<file path="config.mk">
export PLATFORM = sky130hd
export DESIGN_NAME = add_arbiter
export DESIGN_NICKNAME = d
export VERILOG_FILES = /design/src/rtl/add_arbiter.sv
export SDC_FILE = /design/constraint.sdc
export NUM_CORES = 1
export LEC_CHECK = 0
export CORE_ASPECT_RATIO = 0.7
export CORE_MARGIN = 2
export CORE_UTILIZATION = 46
export CTS_CLUSTER_DIAMETER = 80
export DETAILED_ROUTE_END_ITERATION = 8
export PLACE_DENSITY = 0.85
export SLEW_MARGIN = 40
export SYNTH_ARGS = -nofsm -noshare
export SYNTH_HDL_FRONTEND = slang
export SYNTH_SLANG_ARGS = --single-unit
</file>
<file path="constraint.sdc">
create_clock -name clk -period 2.78 [get_ports clk]
set_input_delay 0.417 -clock clk [delete_from_list [all_inputs] [get_ports clk]]
set_output_delay 0.417 -clock clk [all_outputs]
set_load 0.005 [all_outputs]
</file>
<file path="src/rtl/add_arbiter.sv">
// add_arbiter: shares one registered WIDTH-bit adder among N_REQ requesters.
// Requests are granted one at a time, round-robin from a rotating pointer.
// Each sum is returned with the winner's ID on one response channel that
// honours backpressure. Transactions pass through IDLE -> CALC -> RESP.
// Build option: define ADD_ARB_FIXED_PRIO_EN for fixed lowest-index priority.
// With that option the rotating pointer is ignored, and requester 0 can
// starve all the others.
module add_arbiter #(
  parameter int N_REQ = 4,
  parameter int WIDTH = 4,
  localparam int IDW = $clog2(N_REQ)
) (
  input  logic                   clk,
  input  logic                   rst,
  input  logic [N_REQ-1:0]       req_valid,
  input  logic [N_REQ*WIDTH-1:0] req_a,
  input  logic [N_REQ*WIDTH-1:0] req_b,
  output logic [N_REQ-1:0]       req_ready,
  output logic                   rsp_valid,
  output logic [WIDTH:0]         rsp_sum,
  output logic [IDW-1:0]         rsp_id,
  input  logic                   rsp_ready,
  output logic                   busy
);

  typedef enum logic [1:0] {
    ST_IDLE = 2'd0,
    ST_CALC = 2'd1,
    ST_RESP = 2'd2
  } state_t;

  state_t           r_state;
  state_t           w_state_nxt;
  logic [IDW-1:0]   r_ptr;
  logic [IDW-1:0]   r_id;
  logic [WIDTH-1:0] r_a;
  logic [WIDTH-1:0] r_b;
  logic [WIDTH:0]   r_sum;

  logic [IDW-1:0]   w_win;
  logic [IDW:0]     w_idx;
  logic             w_found;
  logic             w_accept;
  logic             w_rsp_hs;

  // Winner search: first valid requester at or above the pointer, wrapping.
  always_comb begin
    // NOTE: every signal driven here gets a default first, so no latch is inferred.
    w_found = 1'b0;
    w_win   = '0;
    w_idx   = '0;
    for (int k = 0; k < N_REQ; k++) begin
`ifdef ADD_ARB_FIXED_PRIO_EN
      w_idx = (IDW+1)'(k);
`else
      w_idx = {1'b0, r_ptr} + (IDW+1)'(k);
      if (w_idx >= (IDW+1)'(N_REQ)) begin
        w_idx = w_idx - (IDW+1)'(N_REQ);
      end
`endif
      if (!w_found && req_valid[w_idx[IDW-1:0]]) begin
        w_found = 1'b1;
        w_win   = w_idx[IDW-1:0];
      end
    end
  end

  // Next-state logic and the handshake outputs for each state.
  always_comb begin
    w_state_nxt = r_state;
    req_ready   = '0;
    rsp_valid   = 1'b0;
    busy        = 1'b0;
    w_accept    = 1'b0;
    w_rsp_hs    = 1'b0;
    unique case (r_state)
      ST_IDLE: begin
        // The grant is combinational. It is suppressed while reset is held.
        if (w_found && !rst) begin
          req_ready[w_win] = 1'b1;
          w_accept         = 1'b1;
          w_state_nxt      = ST_CALC;
        end
      end
      ST_CALC: begin
        busy        = 1'b1;
        w_state_nxt = ST_RESP;
      end
      ST_RESP: begin
        busy      = 1'b1;
        rsp_valid = 1'b1;
        if (rsp_ready) begin
          w_rsp_hs    = 1'b1;
          w_state_nxt = ST_IDLE;
        end
      end
      default: w_state_nxt = ST_IDLE;
    endcase
  end

  // State register. Reset drops any in-flight transaction at once.
  always_ff @(posedge clk or posedge rst) begin
    if (rst) begin
      r_state <= ST_IDLE;
    end else begin
      // NOTE: sequential state is updated with non-blocking assignments only.
      r_state <= w_state_nxt;
    end
  end

  // Operand capture, the registered add, and the pointer advance on response.
  always_ff @(posedge clk or posedge rst) begin
    if (rst) begin
      // NOTE: datapath registers are reset too, so a dropped transaction leaves sum/id at 0.
      r_ptr <= '0;
      r_id  <= '0;
      r_a   <= '0;
      r_b   <= '0;
      r_sum <= '0;
    end else begin
      if (w_accept) begin
        r_a  <= req_a[w_win*WIDTH +: WIDTH];
        r_b  <= req_b[w_win*WIDTH +: WIDTH];
        r_id <= w_win;
      end
      if (r_state == ST_CALC) begin
        r_sum <= {1'b0, r_a} + {1'b0, r_b};
      end
      if (w_rsp_hs) begin
        r_ptr <= (r_id == IDW'(N_REQ-1)) ? '0 : r_id + 1'b1;
      end
    end
  end

  assign rsp_sum = r_sum;
  assign rsp_id  = r_id;

endmodule

</file>
Word level (Yosys, flattened, before mapping)
Index checks and enable logic that the tools add are counted.
Widths: inputs -> output; s select.
{ "word_totals": {"reg_bits": 19, "latchBits": 0, "ram_bits": 0, "mem_bits_ro": 0, "out_inout_bits": 13, "word_cells": 78, "memories": 0} }
{ "classes": {"addsub": 9, "multipliers": 0, "div": 0, "order_cmp": 10, "n_eq_ne": 5, "shifts": 2, "muxes": 34, "n_bitwise": 0, "reduce_logical": 12} }
{ "op_table": {"columns": ["cell", "count"], "rows": [
  ["$shiftx 16x5->4", 2],
  ["$mux 2", 11],
  ["$lt 2x3->1 const B", 5],
  ["$mux 1", 15],
  ["$ge 3x3->1 const B", 3],
  ["$bmux 1 s2", 4],
  ["$mux 4", 2],
  ["$sub 2x1->2 const B", 4],
  ["$add 2x2->3 const B", 2],
  ["$pmux 2 s3", 1],
  ["$add 4x4->5", 1],
  ["$logic_and 1x1->1", 5],
  ["$eq 2x2->1 const B", 2],
  ["$logic_not 1->1", 4],
  ["$ne 2x2->1 const B", 2],
  ["$add 2x1->3 const B", 1],
  ["$ge 2x3->1 const B", 1],
  ["$add 2x1->2 const B", 1],
  ["$demux 1 s2", 1],
  ["$eq 2x1->1 const B", 1],
  ["$ge 2x1->1 const B", 1],
  ["$logic_not 2->1", 1],
  ["$reduce_and 2->1", 1],
  ["$reduce_or 2->1", 1]
]} }

Logic depth before layout (Yosys ltp)
{ "depth": {"word_depth": 20, "mapped_depth": 7, "ltp_nobuf": 7} }

Worst setup path before layout
No wires, ideal clock.
{ "synth_timing": {"path_type": "in2out", "from": "input rst", "to": "output req_ready[1]", "t_arrival_ps": 1432, "required_time_ps": 2363, "path_slack_ps": 931, "path_stages": 4, "path_cell_list": "inv_1 -> nand3b_4 -> buf_2 -> nor3b_1"} }
{ "synth_between": {"elab_chain_len": 4} }
{ "synth_rtl": {"columns": ["item", "line_no", "rtl"], "rows": [
  ["from (decl)", "14", "input logic rst,"],
  ["$logic_not 1->1 (no source line)", null, null],
  ["$logic_and 1x1->1", "79", "if (w_found && !rst) begin"],
  ["$mux 4", "79", null],
  ["$mux 4", "76", "unique case (r_state)"],
  ["to (decl)", "18", "output logic [N_REQ-1:0] req_ready,"]
]} }
No other way between the ends.

Worst setup path after layout
{ "layout_timing": {"from": "input req_valid[1]", "to": "output req_ready[1]"} }
{ "layout_between": {"elab_chain_len": 18} }
{ "layout_rtl": {"columns": ["item", "line_no", "rtl"], "rows": [
  ["from (decl)", "15", "input logic [N_REQ-1:0] req_valid,"],
  ["$bmux 1 s2", "61", "if (!w_found && req_valid[w_idx[IDW-1:0]]) begin"],
  ["$mux 1 (implied by the code)", "61", null],
  ["$mux 1", "61", null],
  ["$logic_not 1->1", "61", null],
  ["$logic_and 1x1->1", "61", null],
  ["$mux 1", "61", null],
  ["$logic_not 1->1", "61", null],
  ["$logic_and 1x1->1", "61", null],
  ["[... 2 more ...]", null, null],
  ["$logic_and 1x1->1", "61", null],
  ["$mux 2", "61", null],
  ["$lt 2x3->1 (implied by the code) / $ge 2x1->1 (equally long branches)", "80", "req_ready[w_win] = 1'b1;"],
  ["$logic_and 1x1->1 (implied by the code)", "80", null],
  ["$mux 1 (implied by the code)", "80", null],
  ["$demux 1 s2", "80", null],
  ["$mux 4 (*)", "79", null],
  ["$mux 4 (*)", "76", null]
]} }
Mark *: on every way between the ends. The rest lies on a longest branch, timed or not. The select of a mux whose other input is x is not followed.

==> qor.yml <==
drtIter0Drc: 34
dieWidth_um: 66.8
clk_pin_slew_ps: 70
slew_viol_final: 0
drive_above_1_share_pct: 9.77
die_h_um: 48.0
post_synth.cell_area_avg_um2: 10.6
finalClockSkew_ps: 3.09
grt_pass1_wl_mm: 4.97
pin_count: 52
p_leak_nw: 0.870
critPathMaxFanout: 6
cp.arrival_ps: 2230
end_kind: "primary output"
track_usage_pct: 21.5
yosysWarningCount: 0
cts_tree: "done"
peakVddDrop_v: 0.000498
wl_per_cell_um: 15.2
port-buffer-count: 51
setup_tns_ps: 0
postRouteAntennaNets: 0
finalHoldViolCount: 0
gp_congestion: 0.733
drc: 0
cts-htree-levels: 1
min_path_cells: 2
post-route-period-util_pct: 95.2
drt-total-wl_mm: 3.16
hold_buffers: 0
critical_path.max_stage_delay_ps: 540
grt.overflow.total: 0
crit_path_frequent_cell: "clkdlybuf4s50_1"
core_area_um2: 2530
syn_nets: 169
cts.sinks: 19
yosysUniqueCellTypes: 33
finalSetupViolations: 0
area_delta_synth_final_pct: 47.4
worstPathCellList: "clkdlybuf4s50_1 > nand2b_1 > a21oi_2 > o32ai_4 > nor3b_2 > clkdlybuf4s50_1"
period_minus_slack_ps: 2650
num-nets-final: 224
viasPerCell: 5.38
antenna_found_initial: 0
place_hpwl_mm: 2.44
synth_seq_cells: 19
synthesis.area_um2: 1270
required_ps: 2360
firstDrtPassIters: 4
n_antenna_cell: 0
hp-class: "reg2reg"
cp_slowest_cell: "clkdlybuf4s50_1"
dr_total_vias: 1119
maxCapViolations: 0
dieArea_um2: 3200
critPathLaunchType: "input pin"
cts_root_buf: "clkbuf_8"
worst_pin_slew_ps: 504
slew_headroom_pct: 66.1
seq_area_frac_synth_pct: 37.4
critPathKind: "in2out"
p_per_area_nw_per_um2: 880
synthCells: 120
rsz0062_at_grt: "no"
clk_path_buf_depth: 2
design_area_um2: 1870
numCtsBuffers: 3
grt_max_degree: 20
clock.fmax_mhz: 378
r2r_cells: 6
dpl_cell_area_um2: 1820
clk_latency_ps: 250
initial_utilization_pct: 50.1
grt_pass1_vias: 1091
num_rows: 15
status: "finished clean"
-- final timing paths --
| check | from | endpoint | slack (ps) |
|---|---|---|---|
| min | r_a[3] | r_a[3] | 510 |
| max in group asynchronous | rst | r_b[3] | 1930 |
| max | req_valid[1] | req_ready[1] | 130 |
| min reg2reg | r_a[3] | r_a[3] | 510 |
| max reg2reg | r_state[0] | r_b[3] | 950 |
| min in group asynchronous | rst | r_a[2] | 640 |
-- registers in the layout, indices dropped and copies added (netlist names) --
name,count
rsp_sum,5
r_a,4
r_b,4
r_ptr,2
r_state,2
rsp_id,2
-- synthesized netlist by cell type, drive strengths merged --
library cell / n / area, um^2
a21o: 3 / 22.5
nor2: 4 / 15.0
nor3b: 2 / 15.0
o211ai: 1 / 12.5
clkbuf: 1 / 3.75
nor3: 1 / 5.00
and2b: 1 / 7.51
nand2: 15 / 56.3
o21ai: 2 / 10.0
mux2: 5 / 56.3
mux2i: 16 / 160
dfrtp: 19 / 475
or2: 2 / 12.5
and3: 1 / 6.26
o32ai: 1 / 27.5
xnor2: 2 / 17.5
ha: 9 / 113
fa: 1 / 20.0
nor4: 1 / 6.26
buf: 4 / 27.5
o22a: 1 / 8.76
nor2b: 3 / 21.3
a21oi: 6 / 33.8
nand3b: 1 / 20.0
nand2b: 2 / 12.5
o221ai: 8 / 70.1
inv: 7 / 26.3
o31ai: 1 / 7.51
-- per-stage QoR --
stage                     hold WS [ps]  power, mW  utilization (%)  instances  worst slack, ps
after CTS                          511       1.66             73.7        208             81.7
after floorplan                    401       1.10                -        120              931
final                              509       1.65             73.9        208              134
after global routing               530       1.78             73.9        208             44.2
after global placement             476       1.42             71.9        204              171
after detailed placement           488       1.45             71.9        204             83.0
-- power by group --
part	switching (mW)	internal (mW)	total, mW	leakage (nW)
sequential	0.101	0.413	0.514	0.233
combinational	0.421	0.523	0.944	0.614
clock	0.0883	0.102	0.190	0.0228
total	0.610	1.04	1.65	0.870
-- layer usage --
layer / vias up / share of wire [%] / GRT usage (%)
li1: 542 / - / -
met1: 544 / 46 / 27.1
met2: 31 / 47 / 38.4
met3: 2 / 6.0 / 5.41
met4: 0 / 0.76 / 4.90
met5: - / 0 / 0
-- layout make-up --
class,instances,area (um^2)
multi-input cells,89,742
fillers,195,662
repair buffers,55,541
flip-flops and latches,19,475
clock buffers,4,45.0
well taps,34,42.5
inverters,7,26.3
-- critical path, delay by kind of cell --
kind                   cells  cell delay, ps
and+or+nand+nor            2             370
buffers and inverters      2            1060
AOI/OAI and AO/OA          2             370
-- cell families after synthesis --
family	count (synthesis)	share of synthesized area [%]
flip-flops	19	37.4
XOR/XNOR	2	1.38
AO/OA/AOI/OAI	23	15.2
adder cells (fa/ha/maj)	10	10.4
AND/OR/NAND/NOR	33	14.0
multiplexers	21	17.0
buffers and inverters	12	4.53
-- repair_timing --
action                                 4_1_cts  5_1_grt
endpoints found under the hold margin        0        0
setup endpoints to repair                    0        1
buffers inserted                             0        0
gates resized for setup                      0        1
-- cells in the final DEF, fill, tap and decap left out, types with 2 or more instances in the layout --
master and count:
mux2i_1 16, nand2_1 15, inv_1 7, nor2_1 4
o221ai_1 8, dfrtp_1 19, nand2b_1 2, buf_4 4
ha_1 9, clkdlybuf4s50_1 51, nor2b_1 2, xnor2_1 2
mux2_2 4, a21o_1 3, clkbuf_8 3, a21oi_1 5
or2_1 2
No activity file was read; power rests on OpenSTA's default activity.
